==> config.mk <==
export PLATFORM = sky130hd
export DESIGN_NAME = lcd1604_bus_responder
export DESIGN_NICKNAME = d
export VERILOG_FILES = /design/src/rtl/lcd1604_pkg.sv /design/src/rtl/lcd1604_bus_responder_sync.sv /design/src/rtl/lcd1604_bus_responder.sv
export SDC_FILE = /design/constraint.sdc
export NUM_CORES = 1
export LEC_CHECK = 0
export ABC_AREA = 1
export CAP_MARGIN = 0
export CELL_PAD_IN_SITES_DETAIL_PLACEMENT = 1
export CELL_PAD_IN_SITES_GLOBAL_PLACEMENT = 2
export CORE_MARGIN = 2
export CORE_UTILIZATION = 42
export DETAILED_ROUTE_END_ITERATION = 8
export GPL_TIMING_DRIVEN = 1
export HOLD_SLACK_MARGIN = 0.15
export PLACE_DENSITY = 0.88
export SYNTH_ARGS = -nofsm -noshare
export SYNTH_HDL_FRONTEND = slang
export SYNTH_SLANG_ARGS = --single-unit
export TNS_END_PERCENT = 10
==> constraint.sdc <==
create_clock -name clk -period 7.7 [get_ports clk]
set_input_delay 1.54 -clock clk [delete_from_list [all_inputs] [get_ports clk]]
set_output_delay 1.54 -clock clk [all_outputs]
set_load 0.01 [all_outputs]
==> src/rtl/lcd1604_pkg.sv <==
// Shared definitions for the LCD1604 bus: instruction opcode masks,
// DDRAM address-map constants, error-flag bit positions and the
// address-counter helpers used by both controller and responder.
package lcd1604_pkg;

  // Instruction class is selected by the highest set bit of the byte.
  localparam logic [7:0] OP_CLEAR   = 8'h01;
  localparam logic [7:0] OP_HOME    = 8'h02;
  localparam logic [7:0] OP_ENTRY   = 8'h04;
  localparam logic [7:0] OP_DISPLAY = 8'h08;
  localparam logic [7:0] OP_SHIFT   = 8'h10;
  localparam logic [7:0] OP_FUNC    = 8'h20;
  localparam logic [7:0] OP_CGRAM   = 8'h40;
  localparam logic [7:0] OP_DDRAM   = 8'h80;

  localparam logic [6:0] LINE0_LAST = 7'h27;
  localparam logic [6:0] LINE1_BASE = 7'h40;
  localparam logic [6:0] LINE1_LAST = 7'h67;
  localparam logic [6:0] ROW2_BASE  = 7'h10;
  localparam logic [6:0] ROW3_BASE  = 7'h50;
  localparam int unsigned DDRAM_LINE_LEN = 40;
  localparam int unsigned DDRAM_CELLS    = 2 * DDRAM_LINE_LEN;

  localparam int unsigned ERR_READ    = 0;
  localparam int unsigned ERR_BUSY    = 1;
  localparam int unsigned ERR_ILLEGAL = 2;

  // Step the DDRAM address counter; the two 40-byte lines form one ring.
  function automatic logic [6:0] ddram_step(input logic [6:0] addr, input logic inc);
    if (inc) begin
      if (addr == LINE0_LAST) return LINE1_BASE;
      if (addr == LINE1_LAST) return '0;
      return addr + 7'd1;
    end
    if (addr == '0) return LINE1_LAST;
    if (addr == LINE1_BASE) return LINE0_LAST;
    return addr - 7'd1;
  endfunction

  function automatic logic ddram_addr_legal(input logic [6:0] addr);
    return !((addr > LINE0_LAST && addr < LINE1_BASE) || addr > LINE1_LAST);
  endfunction

  // Linear storage index 0..79 for a legal DDRAM address.
  function automatic logic [6:0] ddram_index(input logic [6:0] addr);
    if (addr < LINE1_BASE) return addr;
    return addr - LINE1_BASE + 7'(DDRAM_LINE_LEN);
  endfunction

endpackage

==> src/rtl/lcd1604_bus_responder_sync.sv <==
// lcd_bus_sync: synchronizes the asynchronous LCD bus into clk and
// detects the falling edge of enable.
//   clk, reset          : system clock, synchronous active-high reset
//   rs, rw, enable, data: raw bus inputs
//   strobe              : one-cycle pulse, registered after the falling edge
//   cap_rs/cap_rw/cap_data: bus fields sampled while enable was still high
module lcd_bus_sync #(
  parameter int unsigned SYNC_STAGES = 2
) (
  input  logic       clk,
  input  logic       reset,
  input  logic       rs,
  input  logic       rw,
  input  logic       enable,
  input  logic [7:0] data,
  output logic       strobe,
  output logic       cap_rs,
  output logic       cap_rw,
  output logic [7:0] cap_data
);

  logic [SYNC_STAGES-1:0] rs_sync;
  logic [SYNC_STAGES-1:0] rw_sync;
  logic [SYNC_STAGES-1:0] en_sync;
  logic [7:0]             data_sync [SYNC_STAGES];
  logic                   en_prev;
  logic                   en_now;

  assign en_now = en_sync[SYNC_STAGES-1];

  always_ff @(posedge clk) begin
    if (reset) begin
      rs_sync  <= '0;
      rw_sync  <= '0;
      en_sync  <= '0;
      for (int unsigned i = 0; i < SYNC_STAGES; i++) data_sync[i] <= '0;
      en_prev  <= 1'b0;
      strobe   <= 1'b0;
      cap_rs   <= 1'b0;
      cap_rw   <= 1'b0;
      cap_data <= '0;
    end else begin
      rs_sync[0]   <= rs;
      rw_sync[0]   <= rw;
      en_sync[0]   <= enable;
      data_sync[0] <= data;
      for (int unsigned i = 1; i < SYNC_STAGES; i++) begin
        rs_sync[i]   <= rs_sync[i-1];
        rw_sync[i]   <= rw_sync[i-1];
        en_sync[i]   <= en_sync[i-1];
        data_sync[i] <= data_sync[i-1];
      end
      en_prev <= en_now;
      strobe  <= en_prev & ~en_now;
      // Capture only while enable is high so post-edge hold time is irrelevant.
      if (en_now) begin
        cap_rs   <= rs_sync[SYNC_STAGES-1];
        cap_rw   <= rw_sync[SYNC_STAGES-1];
        cap_data <= data_sync[SYNC_STAGES-1];
      end
    end
  end

endmodule

==> src/rtl/lcd1604_bus_responder.sv <==
// lcd1604_bus_responder: HD44780-compatible receiver of the 8-bit LCD1604 bus.
// Mirrors DDRAM (80 bytes) and display-control state, exposes a 4x16 read port.
//   clk, reset            : system clock, synchronous active-high reset
//   rs, rw, enable, data  : LCD bus (byte latched on enable falling edge)
//   rd_row, rd_col        : read-port coordinates; rd_char 1 cycle later
//   cmd_valid, char_valid : one-cycle pulses per accepted instruction / DDRAM write
//   last_byte, addr_ctr   : most recent accepted byte, DDRAM address counter
//   disp_on, busy         : display-on bit, Clear fill in progress
//   init_done, err_flags  : sticky init-complete and error bits (read, busy, illegal)
module lcd1604_bus_responder
  import lcd1604_pkg::*;
#(
  parameter int unsigned SYNC_STAGES  = 2,
  parameter int unsigned CLEAR_CYCLES = 80,
  parameter logic [7:0]  FILL_CHAR    = 8'h20
) (
  input  logic       clk,
  input  logic       reset,
  input  logic       rs,
  input  logic       rw,
  input  logic       enable,
  input  logic [7:0] data,
  input  logic [1:0] rd_row,
  input  logic [3:0] rd_col,
  output logic [7:0] rd_char,
  output logic       cmd_valid,
  output logic       char_valid,
  output logic [7:0] last_byte,
  output logic [6:0] addr_ctr,
  output logic       disp_on,
  output logic       busy,
  output logic       init_done,
  output logic [2:0] err_flags
);

  localparam int unsigned CW = $clog2(CLEAR_CYCLES);
  localparam logic [CW-1:0] FILL_LAST = CW'(CLEAR_CYCLES - 1);

  logic          strobe;
  logic          cap_rs;
  logic          cap_rw;
  logic [7:0]    cap_data;
  logic          id_inc;
  logic          cgram_mode;
  logic          fs_armed;
  logic [1:0]    cursor_blink_unused;
  logic          fill_req;
  logic [CW-1:0] fill_cnt;
  logic [7:0]    mem [DDRAM_CELLS];
  logic          mem_we;
  logic [6:0]    mem_idx;
  logic [7:0]    mem_wdata;
  logic [6:0]    rd_base;
  logic [6:0]    rd_idx;

  lcd_bus_sync #(.SYNC_STAGES(SYNC_STAGES)) u_sync (
    .clk      (clk),
    .reset    (reset),
    .rs       (rs),
    .rw       (rw),
    .enable   (enable),
    .data     (data),
    .strobe   (strobe),
    .cap_rs   (cap_rs),
    .cap_rw   (cap_rw),
    .cap_data (cap_data)
  );

  // Single DDRAM write port: fill engine and character writes never overlap,
  // because character writes are refused while busy.
  always_comb begin
    mem_we    = 1'b0;
    mem_idx   = '0;
    mem_wdata = '0;
    if (!reset) begin
      if (busy && fill_cnt < CW'(DDRAM_CELLS)) begin
        mem_we    = 1'b1;
        mem_idx   = 7'(fill_cnt);
        mem_wdata = FILL_CHAR;
      end else if (strobe && !cap_rw && !busy && cap_rs && !cgram_mode) begin
        mem_we    = 1'b1;
        mem_idx   = ddram_index(addr_ctr);
        mem_wdata = cap_data;
      end
    end
  end

  always_ff @(posedge clk) begin
    if (mem_we) mem[mem_idx] <= mem_wdata;
  end

  always_comb begin
    case (rd_row)
      2'd0:    rd_base = '0;
      2'd1:    rd_base = LINE1_BASE;
      2'd2:    rd_base = ROW2_BASE;
      default: rd_base = ROW3_BASE;
    endcase
    rd_idx = ddram_index(rd_base + {3'b000, rd_col});
  end

  always_ff @(posedge clk) begin
    if (reset) rd_char <= FILL_CHAR;
    else       rd_char <= mem[rd_idx];
  end

  always_ff @(posedge clk) begin
    if (reset) begin
      addr_ctr            <= '0;
      disp_on             <= 1'b0;
      busy                <= 1'b0;
      init_done           <= 1'b0;
      err_flags           <= '0;
      cmd_valid           <= 1'b0;
      char_valid          <= 1'b0;
      last_byte           <= '0;
      id_inc              <= 1'b1;
      cgram_mode          <= 1'b0;
      fs_armed            <= 1'b0;
      cursor_blink_unused <= '0;
      fill_cnt            <= '0;
      fill_req            <= 1'b1;
    end else begin
      cmd_valid  <= 1'b0;
      char_valid <= 1'b0;

      // Fill is requested during reset and launched on the first free cycle.
      if (fill_req) begin
        fill_req <= 1'b0;
        busy     <= 1'b1;
        fill_cnt <= '0;
      end else if (busy) begin
        if (fill_cnt == FILL_LAST) busy <= 1'b0;
        fill_cnt <= fill_cnt + 1'b1;
      end

      if (strobe) begin
        if (cap_rw) begin
          err_flags[ERR_READ] <= 1'b1;
        end else if (busy) begin
          err_flags[ERR_BUSY] <= 1'b1;
        end else if (cap_rs) begin
          last_byte <= cap_data;
          if (cgram_mode) begin
            err_flags[ERR_ILLEGAL] <= 1'b1;
          end else begin
            char_valid <= 1'b1;
            addr_ctr   <= ddram_step(addr_ctr, id_inc);
          end
        end else begin
          last_byte <= cap_data;
          cmd_valid <= 1'b1;
          if ((cap_data & OP_DDRAM) != '0) begin
            if (ddram_addr_legal(cap_data[6:0])) begin
              addr_ctr   <= cap_data[6:0];
              cgram_mode <= 1'b0;
            end else begin
              err_flags[ERR_ILLEGAL] <= 1'b1;
            end
          end else if ((cap_data & OP_CGRAM) != '0) begin
            cgram_mode <= 1'b1;
          end else if ((cap_data & OP_FUNC) != '0) begin
            if (cap_data[4]) fs_armed <= 1'b1;
            else             err_flags[ERR_ILLEGAL] <= 1'b1;
          end else if ((cap_data & OP_SHIFT) != '0) begin
            if (!cap_data[3]) addr_ctr <= ddram_step(addr_ctr, cap_data[2]);
          end else if ((cap_data & OP_DISPLAY) != '0) begin
            disp_on             <= cap_data[2];
            cursor_blink_unused <= cap_data[1:0];
            if (cap_data[2] && fs_armed) init_done <= 1'b1;
          end else if ((cap_data & OP_ENTRY) != '0) begin
            id_inc <= cap_data[1];
          end else if ((cap_data & OP_HOME) != '0) begin
            addr_ctr <= '0;
          end else if ((cap_data & OP_CLEAR) != '0) begin
            addr_ctr <= '0;
            id_inc   <= 1'b1;
            busy     <= 1'b1;
            fill_cnt <= '0;
          end
        end
      end
    end
  end

endmodule
Word-level counts from Yosys, hierarchy flattened
Memories as Yosys holds them, arrays and structs flattened. A register that Yosys moved wholly into a read port is not among the register bits.
Index checks and enable logic that the tools add are counted.

word-level totals
  register bits after elaboration = 44
  memory bits (writable) = 656
  input bits = 19
  logic and storage cells = 295
  memories = 2

memories
  memory            depth  bits a word  rd ports  clocked after Yosys merged registers in  wr ports  RTL line                          source
  mem               80     8            1         1                                        1         lcd1604_bus_responder.sv:49       logic [7:0] mem [DDRAM_CELLS];
  u_sync.data_sync  2      8            2         1                                        2         lcd1604_bus_responder_sync.sv:25  logic [7:0] data_sync [SYNC_STAGES];

operators by class
  $add $sub $neg = 8
  $lt $le $gt $ge = 6
  equal/unequal tests = 17
  multiplexer cells = 198
  bitwise operators = 13
  reduce and logical (&&, ||, !) cells = 29

operators with widths
  operator                                              count
  two-way mux 7 bit                                     51
  two-way mux 1 bit                                     141
  two-way mux 8 bit                                     5
  < comparator 7 bit (second input constant)            4
  equality test 7 bit (second input constant)           3
  one-hot mux 7 bit (3 select lines)                    1
  AND reduction 10 bit                                  2
  AND reduction 8 bit                                   2
  adder 7 x 1 -> 7 bit (second input constant)          2
  adder 7 x 6 -> 7 bit (second input constant)          2
  subtractor 7 bit (second input constant)              2
  != test 3 x 1 -> 1 bit (second input constant)        4
  AND reduction 11 bit                                  1
  NOT 1 bit                                             10
  AND reduction 9 bit                                   1
  adder 7 x 4 -> 7 bit                                  1
  equality test 7 x 6 -> 1 bit (second input constant)  1
  > comparator 7 x 6 -> 1 bit (second input constant)   1
  > comparator 7 bit (second input constant)            1
  logical AND 1 bit                                     7
  logical NOT 7 bit                                     1
  subtractor 7 x 1 -> 7 bit (second input constant)     1
  != test 2 bit (second input constant)                 3
  != test 3 x 2 -> 1 bit (second input constant)        2
  17 further kinds                                      22

Longest topological paths before layout
  depth in word-level cells = 43
  depth in mapped cells = 14
  mapped depth without buffers = 11

Modules after synthesis
Synthesis repeated with hierarchy kept, for this count alone.

unflattened totals
  cells, all modules = 2647
  area, all modules = 29331.9 µm²

modules (own cells, without submodules)
  module                 instances  cells an instance  area each (µm²)  seq. area each (µm²)
  lcd1604_bus_responder  1          2528               28287.1          20059.2
  lcd_bus_sync           1          119                1044.8           680.7

Worst setup path before layout
OpenSTA, ideal clock, no wires.

  path kind = input -> register
  start = input reset
  end = memory mem[0][5], data pin
  arrival time = 5223 ps
  data required time = 6875 ps
  slack = 1651 ps
  stages = 5
  path buffers = 2
  path through = buf_2 > inv_1 > nand2_4 > buf_4 > o21ai_0

on the way
  cells in the longest elaborated chain, start to end = 1

RTL lines
  element             RTL line                     source
  start: declaration  lcd1604_bus_responder.sv:18  input logic reset,
  two-way mux 8 bit   lcd1604_bus_responder.sv:75  if (!reset) begin
  net mem_wdata[5]    lcd1604_bus_responder.sv:52  logic [7:0] mem_wdata;
  end: declaration    lcd1604_bus_responder.sv:49

The timed path passes the listed nets, and every way through them passes these cells.

Worst setup path in the final report
  start = input reset
  end = memory mem[54][0], enable pin

on the way
  cells in the longest elaborated chain, start to end = 3
  elaborated cells between the ends (all ways) = 4
  classes of those cells = 4 x mux

RTL lines
  element                                  RTL line                     source
  two-way mux 1 bit                        lcd1604_bus_responder.sv:75
  two-way mux 1 bit                        lcd1604_bus_responder.sv:89  if (mem_we) mem[mem_idx] <= mem_wdata;
  two-way mux 1 bit (implied by the code)  lcd1604_bus_responder.sv:89

Parallel ways exist; a longest one is shown, timed or not.

==> flow_metrics.py <==
metrics = {
    "clocking": {
        "clockBufferDepth": 3,
        "postCtsSetupBuffers": 0,
        "cts_resized": 0,
        "cts_sinks": 716,
        "cts_buffers": 76,
        "path_clk_slew_ps": 60,
        "insertion_delay_ps": 630,
        "postCtsHoldBufs": 0,
        "cts_tree": "done",
        "htreeDepth": 3,
        "clock-root-buffer": "clkbuf_16",
    },
    "floorplan": {
        "die_h_um": 268,
        "core_area_sq_um": 68800,
        "die-width_um": 268,
        "initial_utilization_pct": 42.6,
        "dieArea_sq_um": 72000,
        "rows": 96,
        "ioPinCount": 50,
    },
    "power_and_ir_drop": {
        "p_per_area_nw_per_um2": 253,
        "leakage_nw": 12.3,
        "peakVddDrop_mv": 0.152,
        "totalPowerFinal_mw": 8.40,
    },
    "synthesis": {
        "async_flop_share_pct": 0,
        "ys_seq_area_share_pct": 70.7,
        "synth.distinct_cells": 40,
        "yosys_warnings": 0,
        "synth_ff_type": "edfxtp_1",
        "synth_edf_count": 640,
        "yosys_register_bits": 716,
        "avgSynthCellArea_sq_um": 11.1,
        "syn-instance-count": 2651,
        "synth_fp_nets": 2676,
        "syn_area_sq_um": 29300,
    },
    "routing": {
        "drt_iter0_markers": 1841,
        "firstDrtPassIters": 5,
        "drc_errors": 0,
        "vias": 20130,
        "drt-total-wl_mm": 86.3,
        "ant_nets": 0,
        "viasPerCell": 5.53,
        "wl_per_cell_um": 23.7,
    },
    "setup_path": {
        "rrSetupSlack_ps": 4140,
        "crit_family": "simple AND/OR/NAND/NOR gates",
        "worstSetupStartpoint": "reset",
        "cpPeakStageDelay_ps": 890,
        "cp.arrival_ps": 5340,
        "critPathSlowestCell": "nor2_1",
        "crit_fanout": 35,
        "regToRegStartpoint": "busy",
        "rr_endpoint": "mem[54][0]",
        "path_class": "input port to register",
        "r2r_cells": 8,
        "critPathBufInv": 5,
        "start_kind": "input port",
        "crit_chain": "clkdlybuf4s50_1 -> buf_4 -> inv_1 -> buf_4 -> nand2_4 -> o22ai_2 -> inv_1 -> nand3_2 -> nor2_1",
        "cp.required_ps": 7950,
        "end_kind": "register",
    },
    "global_route": {
        "use_met3_pct": 3.96,
        "grt_pass1_vias": 21109,
        "top_usage_layer": "met2",
        "global_route.usage.met1_pct": 31.7,
        "antenna_found_initial": 5,
        "overflow": 0,
        "grt_usage_pct": 24.2,
        "grt_pass1_wl_mm": 129,
        "met2_usage_pct": 40.4,
        "grt_max_degree": 191,
    },
    "min_path": {
        "whs_path_depth": 2,
        "hold_class": "register to register",
        "min_to": "u_sync.en_sync[1]",
        "holdCritStartpoint": "u_sync.en_sync[0]",
    },
    "place": {
        "dp_hpwl_mm": 51.1,
        "io_buffers": 49,
        "place_congestion": 0.842,
        "place_inst": 3505,
        "place_area_sq_um": 30600,
    },
    "finish": {
        "area_delta_synth_final_pct": 13.2,
        "drive_gt1_share_pct": 7.09,
        "fin_cells": 3642,
        "finalNetCount": 2677,
        "final_util_pct": 48.2,
        "final_area_sq_um": 33200,
    },
    "sta": {
        "fmax_mhz": 196,
        "finalSetupViolCount": 0,
        "slew_headroom_pct": 29.9,
        "setup-tns-final_ps": 0,
        "finalClockSkew_ps": 25.1,
        "final.period_utilization_pct": 66.2,
        "finalHoldViolCount": 0,
        "rsz0062_at_grt": "no",
        "fin_crit_ps": 5090,
        "tightest_slew_ps": 1050,
        "drv_slew": 0,
    },
    "run_status": {
        "status": "finished, final reports clean",
    },
    "run": {
        "drv_cap": 0,
    },
}
[cells by family after synthesis]
family	Yosys count	synth area share [%]
compound gates	157	3.07
xor+xnor	14	0.444
flops	716	70.7
fa+ha+maj	6	0.256
buf+inv	232	3.43
simple gates	1526	22.1
[synth_stat cells, drive strengths merged (5+ instances only)]
library cell,count,share of area [%]
xor2,11,0.33
nor3,5,0.085
dfxtp,76,5.2
o211ai,15,0.38
o22ai,9,0.28
nand3,498,8.6
inv,84,1.1
clkbuf,53,0.68
o21ai,77,1.4
nand2,816,11
buf,95,1.7
a21oi,47,0.83
ha,6,0.26
nand4,7,0.15
edfxtp,640,66
nor2,193,2.5
[layout make-up]
type	instances	area [sq um]
clock inverters	36	510
flip-flops and latches	716	20700
well taps	931	1160
clock buffers	99	2090
diodes	2	5.00
inverters	84	325
repair buffers	71	694
fillers	7255	35600
multi-input cells	1703	7670
[worst max path at each step]
| stage | endpoint | slack, ps | cells past startpoint |
|---|---|---|---|
| 3_3_place_gp | mem[62][5] | 2250 | 9 |
| 3_5_place_dp | mem[54][7] | 2070 | 9 |
| 5_1_grt | mem[70][0] | 2440 | 9 |
| 4_1_cts | mem[54][3] | 2740 | 9 |
| 2_1_floorplan | mem[0][5] | 1650 | 5 |
| 6_report | mem[54][0] | 2610 | 9 |
[worst register-to-register path: stages, from the launching register on]
cell	delay (ps)
dfxtp_1	580
nor2_2	70
nand2_2	140
nor2_4	60
nand2_4	280
o22ai_2	210
inv_1	230
nand3_2	710
nor2_1	900
[layout by cell type, fill, tap and decap left out, types with 7 or more instances in the layout]
cell,count
clkdlybuf4s50_1,46
nand3_1,491
edfxtp_1,640
dfxtp_1,76
a21oi_1,45
nand3_2,7
nand2_2,11
nand4_1,7
nor2_4,9
xor2_1,11
inv_1,76
clkbuf_1,14
bufinv_16,10
clkbuf_16,77
o21ai_0,72
nand2_1,804
nor2_1,182
clkbuf_8,8
buf_4,19
o211ai_1,15
clkinv_2,12
[power by group]
part / leakage, nW / internal, mW / switching [mW]
clock: 1.27 / 2.26 / 1.55
sequential: 7.37 / 4.19 / 0.0118
combinational: 3.70 / 0.107 / 0.288
total: 12.3 / 6.56 / 1.85
[routing by layer]
metal,part of all wire [%],routed length [um]
met2,49,42000
met1,42,35900
met4,3.8,3260
met5,0,0
met3,6.0,5160
[registers in the layout (all words and copies together) (netlist names), 2 cells and up]
signal and cells:
last_byte 8, fill_cnt 7, mem 640, rd_char 8, addr_ctr 7, u_sync.rw_sync 2, u_sync.data_sync 16, err_flags 3
u_sync.cap_data 8, u_sync.rs_sync 2, u_sync.en_sync 2
[through the flow]
stage	setup WS, ps	hold WS (ps)
2_1_floorplan	1650	388
4_1_cts	2740	405
5_1_grt	2440	423
3_3_place_gp	2250	394
6_report	2610	402
3_5_place_dp	2070	396
Note: power is estimated with default switching activity, not from simulation.
